`config.mk`:
```
export PLATFORM = sky130hd
export DESIGN_NAME = pcm_linear_interpolator
export DESIGN_NICKNAME = d
export VERILOG_FILES = /design/src/rtl/pcm_linear_interpolator.sv
export SDC_FILE = /design/constraint.sdc
export NUM_CORES = 1
export LEC_CHECK = 0
export ABC_AREA = 0
export BUFFER_PORTS_ARGS = -buffer_cell sky130_fd_sc_hd__buf_2
export CAP_MARGIN = 20
export CELL_PAD_IN_SITES_DETAIL_PLACEMENT = 0
export CELL_PAD_IN_SITES_GLOBAL_PLACEMENT = 2
export CORE_ASPECT_RATIO = 1.25
export CORE_MARGIN = 4
export CORE_UTILIZATION = 39
export CTS_CLUSTER_DIAMETER = 200
export DETAILED_ROUTE_END_ITERATION = 10
export GPL_ROUTABILITY_DRIVEN = 0
export GPL_TIMING_DRIVEN = 0
export PLACE_DENSITY = 0.82
export SLEW_MARGIN = 20
export SYNTH_ARGS = -nofsm -noshare
export SYNTH_HDL_FRONTEND = slang
export SYNTH_SLANG_ARGS = --single-unit
```
`constraint.sdc`:
```
create_clock -name MCLK_I -period 13.28 [get_ports MCLK_I]
set_clock_uncertainty 0.2 [all_clocks]
set_input_delay 0.664 -clock MCLK_I [delete_from_list [all_inputs] [get_ports MCLK_I]]
set_output_delay 0.664 -clock MCLK_I [all_outputs]
set_load 0.05 [all_outputs]
```
`src/rtl/pcm_linear_interpolator.sv`:
```
// pcm_linear_interpolator: resynchronise the PCM word clock and linearly interpolate stereo samples per request
module pcm_linear_interpolator #(
  parameter int PCM_Bit_Length = 32,
  parameter int OSR_LOG2 = 3
) (
  input  logic                             MCLK_I,
  input  logic                             RST_I,
  input  logic                             WCLK_I,
  input  logic signed [PCM_Bit_Length-1:0] DATAL_I,
  input  logic signed [PCM_Bit_Length-1:0] DATAR_I,
  input  logic                             REQ_I,
  output logic signed [PCM_Bit_Length-1:0] DATAL_O,
  output logic signed [PCM_Bit_Length-1:0] DATAR_O,
  output logic                             VALID_O,
  output logic                             UNDER_O,
  output logic                             OVER_O
);
  localparam int W = PCM_Bit_Length;
  localparam int AW = W + 1 + OSR_LOG2;
  localparam logic [OSR_LOG2:0] K_END = {1'b1, {OSR_LOG2{1'b0}}};
  typedef enum logic {IDLE, RUN} state_t;
  state_t r_state, w_state_nxt;
  logic [2:0] r_sync;
  logic [OSR_LOG2:0] r_k;
  logic r_valid, r_under, r_over;
  logic w_new, w_serve, w_end;
  logic signed [W-1:0] w_out [2];
  assign w_new = r_sync[2] & ~r_sync[1];
  assign w_end = r_k == K_END;
  // next state: leave IDLE on the first sample; requests only count while running
  always_comb begin
    w_state_nxt = (r_state == IDLE && w_new) ? RUN : r_state;
    w_serve = REQ_I && r_state == RUN;
  end
  // state register
  always_ff @(posedge MCLK_I or posedge RST_I) begin
    if (RST_I) r_state <= IDLE;
    else r_state <= w_state_nxt;
  end
  // word clock synchroniser, step counter, strobe and sticky error flags
  always_ff @(posedge MCLK_I or posedge RST_I) begin
    if (RST_I) begin
      r_sync <= '0;
      r_k <= '0;
      r_valid <= 1'b0;
      r_under <= 1'b0;
      r_over <= 1'b0;
    end else begin
      r_sync <= {r_sync[1:0], WCLK_I};
      r_valid <= w_serve;
      if (w_serve && w_end) r_under <= 1'b1;
      if (w_serve && !w_end) r_k <= r_k + 1'b1;
      if (w_new && r_state == RUN && r_k < K_END) r_over <= 1'b1;
      if (w_new) r_k <= '0;
    end
  end
  for (genvar c = 0; c < 2; c++) begin : g_ch
    logic signed [W-1:0] w_smp, w_sum, r_prev, r_curr, r_out;
    logic signed [W:0] r_step;
    logic signed [AW-1:0] r_acc;
    assign w_smp = (c == 0) ? DATAL_I : DATAR_I;
    assign w_sum = r_prev + W'(r_acc >>> OSR_LOG2);
    assign w_out[c] = r_out;
    // a request is served from the current ramp; a new sample then reloads it
    always_ff @(posedge MCLK_I or posedge RST_I) begin
      if (RST_I) begin
        r_prev <= '0;
        r_curr <= '0;
        r_step <= '0;
        r_acc <= '0;
        r_out <= '0;
      end else begin
        if (w_serve) r_out <= w_end ? r_curr : w_sum;
        if (w_serve && !w_end) r_acc <= r_acc + AW'(r_step);
        if (w_new) begin
          r_prev <= (r_state == IDLE) ? w_smp : r_curr;
          r_step <= (r_state == IDLE) ? '0 : (W+1)'(w_smp) - (W+1)'(r_curr);
          r_curr <= w_smp;
          r_acc <= '0;
        end
      end
    end
  end
  assign DATAL_O = w_out[0];
  assign DATAR_O = w_out[1];
  assign VALID_O = r_valid;
  assign UNDER_O = r_under;
  assign OVER_O = r_over;
endmodule

```
==> results.md <==
- In this run, the combinational gates consume 50.6% of the power.
- The cell at the root of the clock tree is sky130_fd_sc_hd__clkbuf_16.
- The total CTS buffers is 40.
- The count of synthesis-stage warnings from yosys is 0.
- Of all nets on the critical path, the largest fanout is 4.
- In this run the deepest clock path goes through 3 buffers.
- The quantity of gates resized following cts is 0.
- The fraction of the yosys area taken by sequential cells is 37.61%.
- Detailed routing inserted a total of 20110 vias.
- The number of antenna violations at the first check in global routing is 2.
- The flop and latch count out of synthesis is 339.
- The synthesized instance count is 2630.
- The remaining global-route overflow is 0.
- The tool flagged a number of max-cap violations equal to 0.
- The static leakage is 12.60 nW.
- The number of placement rows is 98.
- During I/O placement, the number of pins put on the boundary was 135.
- The iteration count of the initial detailed-routing pass is 5.
- The synthesized netlist occupies a cell area of 22560 sq um.
- The setup slack of the most critical reg-to-reg path is 8680 ps.
- In the routed design, unresolved DRC markers number 0.
- The final critical path takes up 34.65% of the cycle.
- The clock tree from TritonCTS is built.
- Net switching is 45.05% of the power.
- The startpoint identified for the worst register-to-register timing path is g_ch[0].r_curr[0]$_DFFE_PP0P_.
- The clock tree synthesis step divided the H-tree into 2 levels.
- The worst setup path is captured at a flip-flop.
- The number of pins with negative max-slew slack in the final report is 0.
- The final hold violation count came to 0.
- The utilization of the core after routing is 44.72%.
- Synthesis instantiated 71 different standard cells from the library.
- The placeable core area is 57260 sq um.
- Wires add up to 80.19 mm.
- The number of global-route vias before repair is 20350.
- Relative to the synthesized area, the layout overhead comes to 13.53%.
- The share of total power dissipated in the clock network is 20.3%.
- The hold path startpoint is DATAL_I[30].
- The wire length per cell after detailed routing is 22.33 um.
- A synthesized cell averages 8.577 sq um.
- The worst-skew pair later-pin latency is 580 ps.
- The maximum resistive drop on vdd is 139.2 uV.
- The max-slew headroom at the worst pin is 17.79%.
- Summed over all nets, the half-perimeter wirelength after detailed placement is 61.25 mm.
- In this run the remaining antenna-violating nets after routing total 0.
- Setup violations remaining at the end of the flow were counted as 0.
- The dominant register cell in the synthesized netlist is sky130_fd_sc_hd__dfrtp_1.
- Data on the critical path arrives at its endpoint at 4920 ps.
- Setup repair after global routing left no endpoint under its margin.
- The multi-input combinational cells in the finished layout cover a total of 13200 sq um.
- The largest net degree at the start of global routing is 89.
- The repair_antennas step left the layout with diodes totalling 0.
- Clock tree synthesis found a total of 339 sinks.
- The count of port buffers added during placement is 134.
- For the pin with the worst max-slew slack, the measured transition is 1233 ps.
- The internal power of the cells totals 3.018 mW.
- The count of buffers added by post-CTS timing repair for setup is 0.
- The shortest period the worst path allows is 4602 ps.
- The instance area after placement is 24300 sq um.
- STA classifies the critical path startpoint as a flip-flop.
- The number of nets in the final layout is 3083.
- Registers take 8483 sq um.
- For this run, the total global-route usage over all layers was measured as 25.36%.
- Yosys mapped a number of flops with a built-in enable equal to 0.
- The floorplan step defined a die boundary enclosing 61770 sq um.
- The type of the most critical hold path is in2reg.
- The worst setup path category is reg2reg.
- At the worst endpoint, the required time is 13590 ps.
- From left edge to right edge, the die measures 223.1 um.
- Clock-pin slew was measured on the worst setup and hold paths at 60 ps.
- Measured in cells, the most critical reg-to-reg path has a length of 15.
- The net load switching power is 2.474 mW.
- After detailed routing, the number of vias per cell comes to 5.599.
- The total of fill cells in the finished design is 5733.
- The worst hold path passes through 3 cells.
- The die outline height is 276.9 um.
- In this run the critical register-to-register path is captured at g_ch[0].r_step[32]$_DFFE_PP0P_.
- After the first detailed-routing iteration, the DRC count stood at 1187.
- The part of the total power dissipated in sequential elements is 29.1%.
- The ratio of total power to cell area is 214.5 nW/um^2.
- Cells with a size suffix above 1 make up 8.198% of the layout.
- The total non-filler cell area in the finished layout is 25610 sq um.
- The run finished with clean final reports.
- The global-route wire length before repair is 122.2 mm.
- For this run, asynchronously set or reset flops after synthesis account for 100.0%.
- The number of nets in the synthesized netlist is 2900.
- The path with the worst hold slack has its endpoint at g_ch[0].r_curr[30]$_DFFE_PP0P_.
- The starting density of the core is 39.39%.
- The highest clock frequency the design can meet is 217.3 MHz.
metal layers:
layer	track usage [%]	share of wire [%]	routed length (um)
met5	0	0.025	20
met4	8.980	3.9	3089
met2	46.19	51	40650
met3	3.372	4.0	3226
met1	30.54	41	33210
flip-flops by register name (all words and copies together) (netlist names):
signal,flops
g_ch.r_step,66
UNDER_O,1
VALID_O,1
g_ch.r_prev,64
r_state,1
DATAL_O,32
DATAR_O,32
r_sync,3
OVER_O,1
g_ch.r_acc,70
g_ch.r_curr,64
r_k,4
critical path, stage by stage, from the launching register on:
cell,delay [ps]
sky130_fd_sc_hd__dfrtp_1,390
sky130_fd_sc_hd__ha_1,250
sky130_fd_sc_hd__inv_1,70
sky130_fd_sc_hd__fa_1,390
sky130_fd_sc_hd__a21o_1,170
sky130_fd_sc_hd__a21oi_1,210
sky130_fd_sc_hd__nor2b_1,130
sky130_fd_sc_hd__o311ai_1,570
sky130_fd_sc_hd__a21oi_1,250
sky130_fd_sc_hd__o21ai_0,270
sky130_fd_sc_hd__a21o_1,260
sky130_fd_sc_hd__o21ai_1,200
sky130_fd_sc_hd__a41oi_1,410
sky130_fd_sc_hd__o21ai_1,160
sky130_fd_sc_hd__o21ai_0,380
sky130_fd_sc_hd__a22o_1,190
synthesized netlist by cell type (5+ instances only):
library cell | instances | area (sq um)
sky130_fd_sc_hd__a211o_1 | 8 | 70.07
sky130_fd_sc_hd__a211oi_1 | 19 | 142.6
sky130_fd_sc_hd__a21boi_0 | 7 | 52.55
sky130_fd_sc_hd__a21o_1 | 84 | 630.6
sky130_fd_sc_hd__a21oi_1 | 262 | 1311
sky130_fd_sc_hd__a221oi_1 | 5 | 43.79
sky130_fd_sc_hd__a22o_1 | 5 | 43.79
sky130_fd_sc_hd__a311o_1 | 5 | 50.05
sky130_fd_sc_hd__a31oi_1 | 26 | 162.7
sky130_fd_sc_hd__a32o_1 | 5 | 50.05
sky130_fd_sc_hd__and2_1 | 9 | 56.30
sky130_fd_sc_hd__and3_1 | 16 | 100.1
sky130_fd_sc_hd__and4_1 | 6 | 52.55
sky130_fd_sc_hd__buf_1 | 16 | 60.06
sky130_fd_sc_hd__clkbuf_1 | 90 | 337.8
sky130_fd_sc_hd__dfrtp_1 | 339 | 8483
sky130_fd_sc_hd__fa_1 | 6 | 120.1
sky130_fd_sc_hd__ha_1 | 196 | 2452
sky130_fd_sc_hd__inv_1 | 126 | 473.0
sky130_fd_sc_hd__mux2i_1 | 70 | 700.7
sky130_fd_sc_hd__nand2_1 | 422 | 1584
sky130_fd_sc_hd__nand2b_1 | 29 | 181.4
sky130_fd_sc_hd__nand3_1 | 41 | 205.2
sky130_fd_sc_hd__nand4_1 | 18 | 112.6
sky130_fd_sc_hd__nor2_1 | 125 | 469.2
sky130_fd_sc_hd__nor2b_1 | 23 | 143.9
sky130_fd_sc_hd__nor3_1 | 34 | 170.2
sky130_fd_sc_hd__o211ai_1 | 12 | 90.09
sky130_fd_sc_hd__o21a_1 | 18 | 135.1
sky130_fd_sc_hd__o21ai_0 | 317 | 1587
sky130_fd_sc_hd__o21ai_1 | 5 | 25.02
sky130_fd_sc_hd__o21bai_1 | 31 | 232.7
sky130_fd_sc_hd__o31a_1 | 8 | 70.07
sky130_fd_sc_hd__o31ai_1 | 17 | 127.6
sky130_fd_sc_hd__or2_2 | 7 | 43.79
sky130_fd_sc_hd__or3_1 | 9 | 56.30
sky130_fd_sc_hd__xnor2_1 | 97 | 849.6
sky130_fd_sc_hd__xor2_1 | 62 | 543.0
what timing repair did:
action | in CTS | in global routing
hold buffers | 2 | 0
endpoints found under the hold margin | 38 | 0
endpoints found under the setup margin | 0 | 0
kinds of logic after synthesis:
family	after synthesis	share of synthesized area, %
mux	71	3.156
flops	339	37.61
buf+inv	233	3.877
xor+xnor	159	6.174
fa+ha+maj	202	11.40
compound gates	877	23.32
simple gates	749	14.46
how the worst max path moves through the flow:
stage               cells past startpoint  slack [ps]                           from                        endpoint
global route                           15        8440  g_ch[0].r_curr[0]$_DFFE_PP0P_  g_ch[0].r_step[32]$_DFFE_PP0P_
floorplan                               1        3020                          RST_I          DATAL_O[0]$_DFFE_PP0P_
detailed placement                     17        8180                     DATAL_I[0]  g_ch[0].r_step[32]$_DFFE_PP0P_
finish                                 15        8680  g_ch[0].r_curr[0]$_DFFE_PP0P_  g_ch[0].r_step[32]$_DFFE_PP0P_
CTS                                    15        8640  g_ch[0].r_curr[0]$_DFFE_PP0P_  g_ch[0].r_step[32]$_DFFE_PP0P_
global placement                        2       -1390                          RST_I             r_sync[0]$_DFF_PP0_
power groups by stage:
| stage | Sequential (mW) | Clock [mW] | Combinational, mW |
|---|---|---|---|
| 2_1_floorplan | 1.85 | 0 | 1.79 |
| 4_1_cts | 1.60 | 1.14 | 2.78 |
| 3_5_place_dp | 1.61 | 0 | 2.76 |
| 3_3_place_gp | 1.61 | 0 | 2.72 |
| 5_1_grt | 1.64 | 1.18 | 3.07 |
| 6_report | 1.60 | 1.11 | 2.78 |
layout make-up:
type / count / area share [%]
multi-input cells: 2058 / 51.54
flip-flops and latches: 339 / 33.13
clock buffers: 62 / 4.705
well taps: 750 / 3.664
repair buffers: 141 / 3.171
inverters: 127 / 1.891
plain buffers: 106 / 1.588
clock inverters: 9 / 0.3127
placed cells by master (no fill, tap or decap), types with 23 or more instances in the layout:
cell type	n
sky130_fd_sc_hd__nand2_1	422
sky130_fd_sc_hd__dfrtp_1	339
sky130_fd_sc_hd__clkbuf_16	41
sky130_fd_sc_hd__xnor2_1	97
sky130_fd_sc_hd__a21o_1	84
sky130_fd_sc_hd__a21oi_1	262
sky130_fd_sc_hd__nand2b_1	29
sky130_fd_sc_hd__inv_1	125
sky130_fd_sc_hd__nand3_1	41
sky130_fd_sc_hd__a31oi_1	26
sky130_fd_sc_hd__buf_2	136
sky130_fd_sc_hd__o21bai_1	31
sky130_fd_sc_hd__clkbuf_1	96
sky130_fd_sc_hd__ha_1	196
sky130_fd_sc_hd__nor2_1	125
sky130_fd_sc_hd__mux2i_1	70
sky130_fd_sc_hd__o21ai_0	317
sky130_fd_sc_hd__xor2_1	62
sky130_fd_sc_hd__nor2b_1	23
sky130_fd_sc_hd__nor3_1	34
through the flow:
step | total power [mW] | hold slack, ps | setup WS [ps] | TNS, ps | instances
detailed placement | 4.371 | 136.4 | 8185 | 0 | 3519
global route | 5.884 | 123.8 | 8440 | 0 | 3592
global placement | 4.329 | 135.7 | -1389 | -450780 | 3514
CTS | 5.519 | 91.92 | 8639 | 0 | 3592
floorplan | 3.641 | 131.2 | 3021 | 0 | 2630
finish | 5.492 | 127.2 | 8678 | 0 | 3592
(Power assumes the default switching activity.)
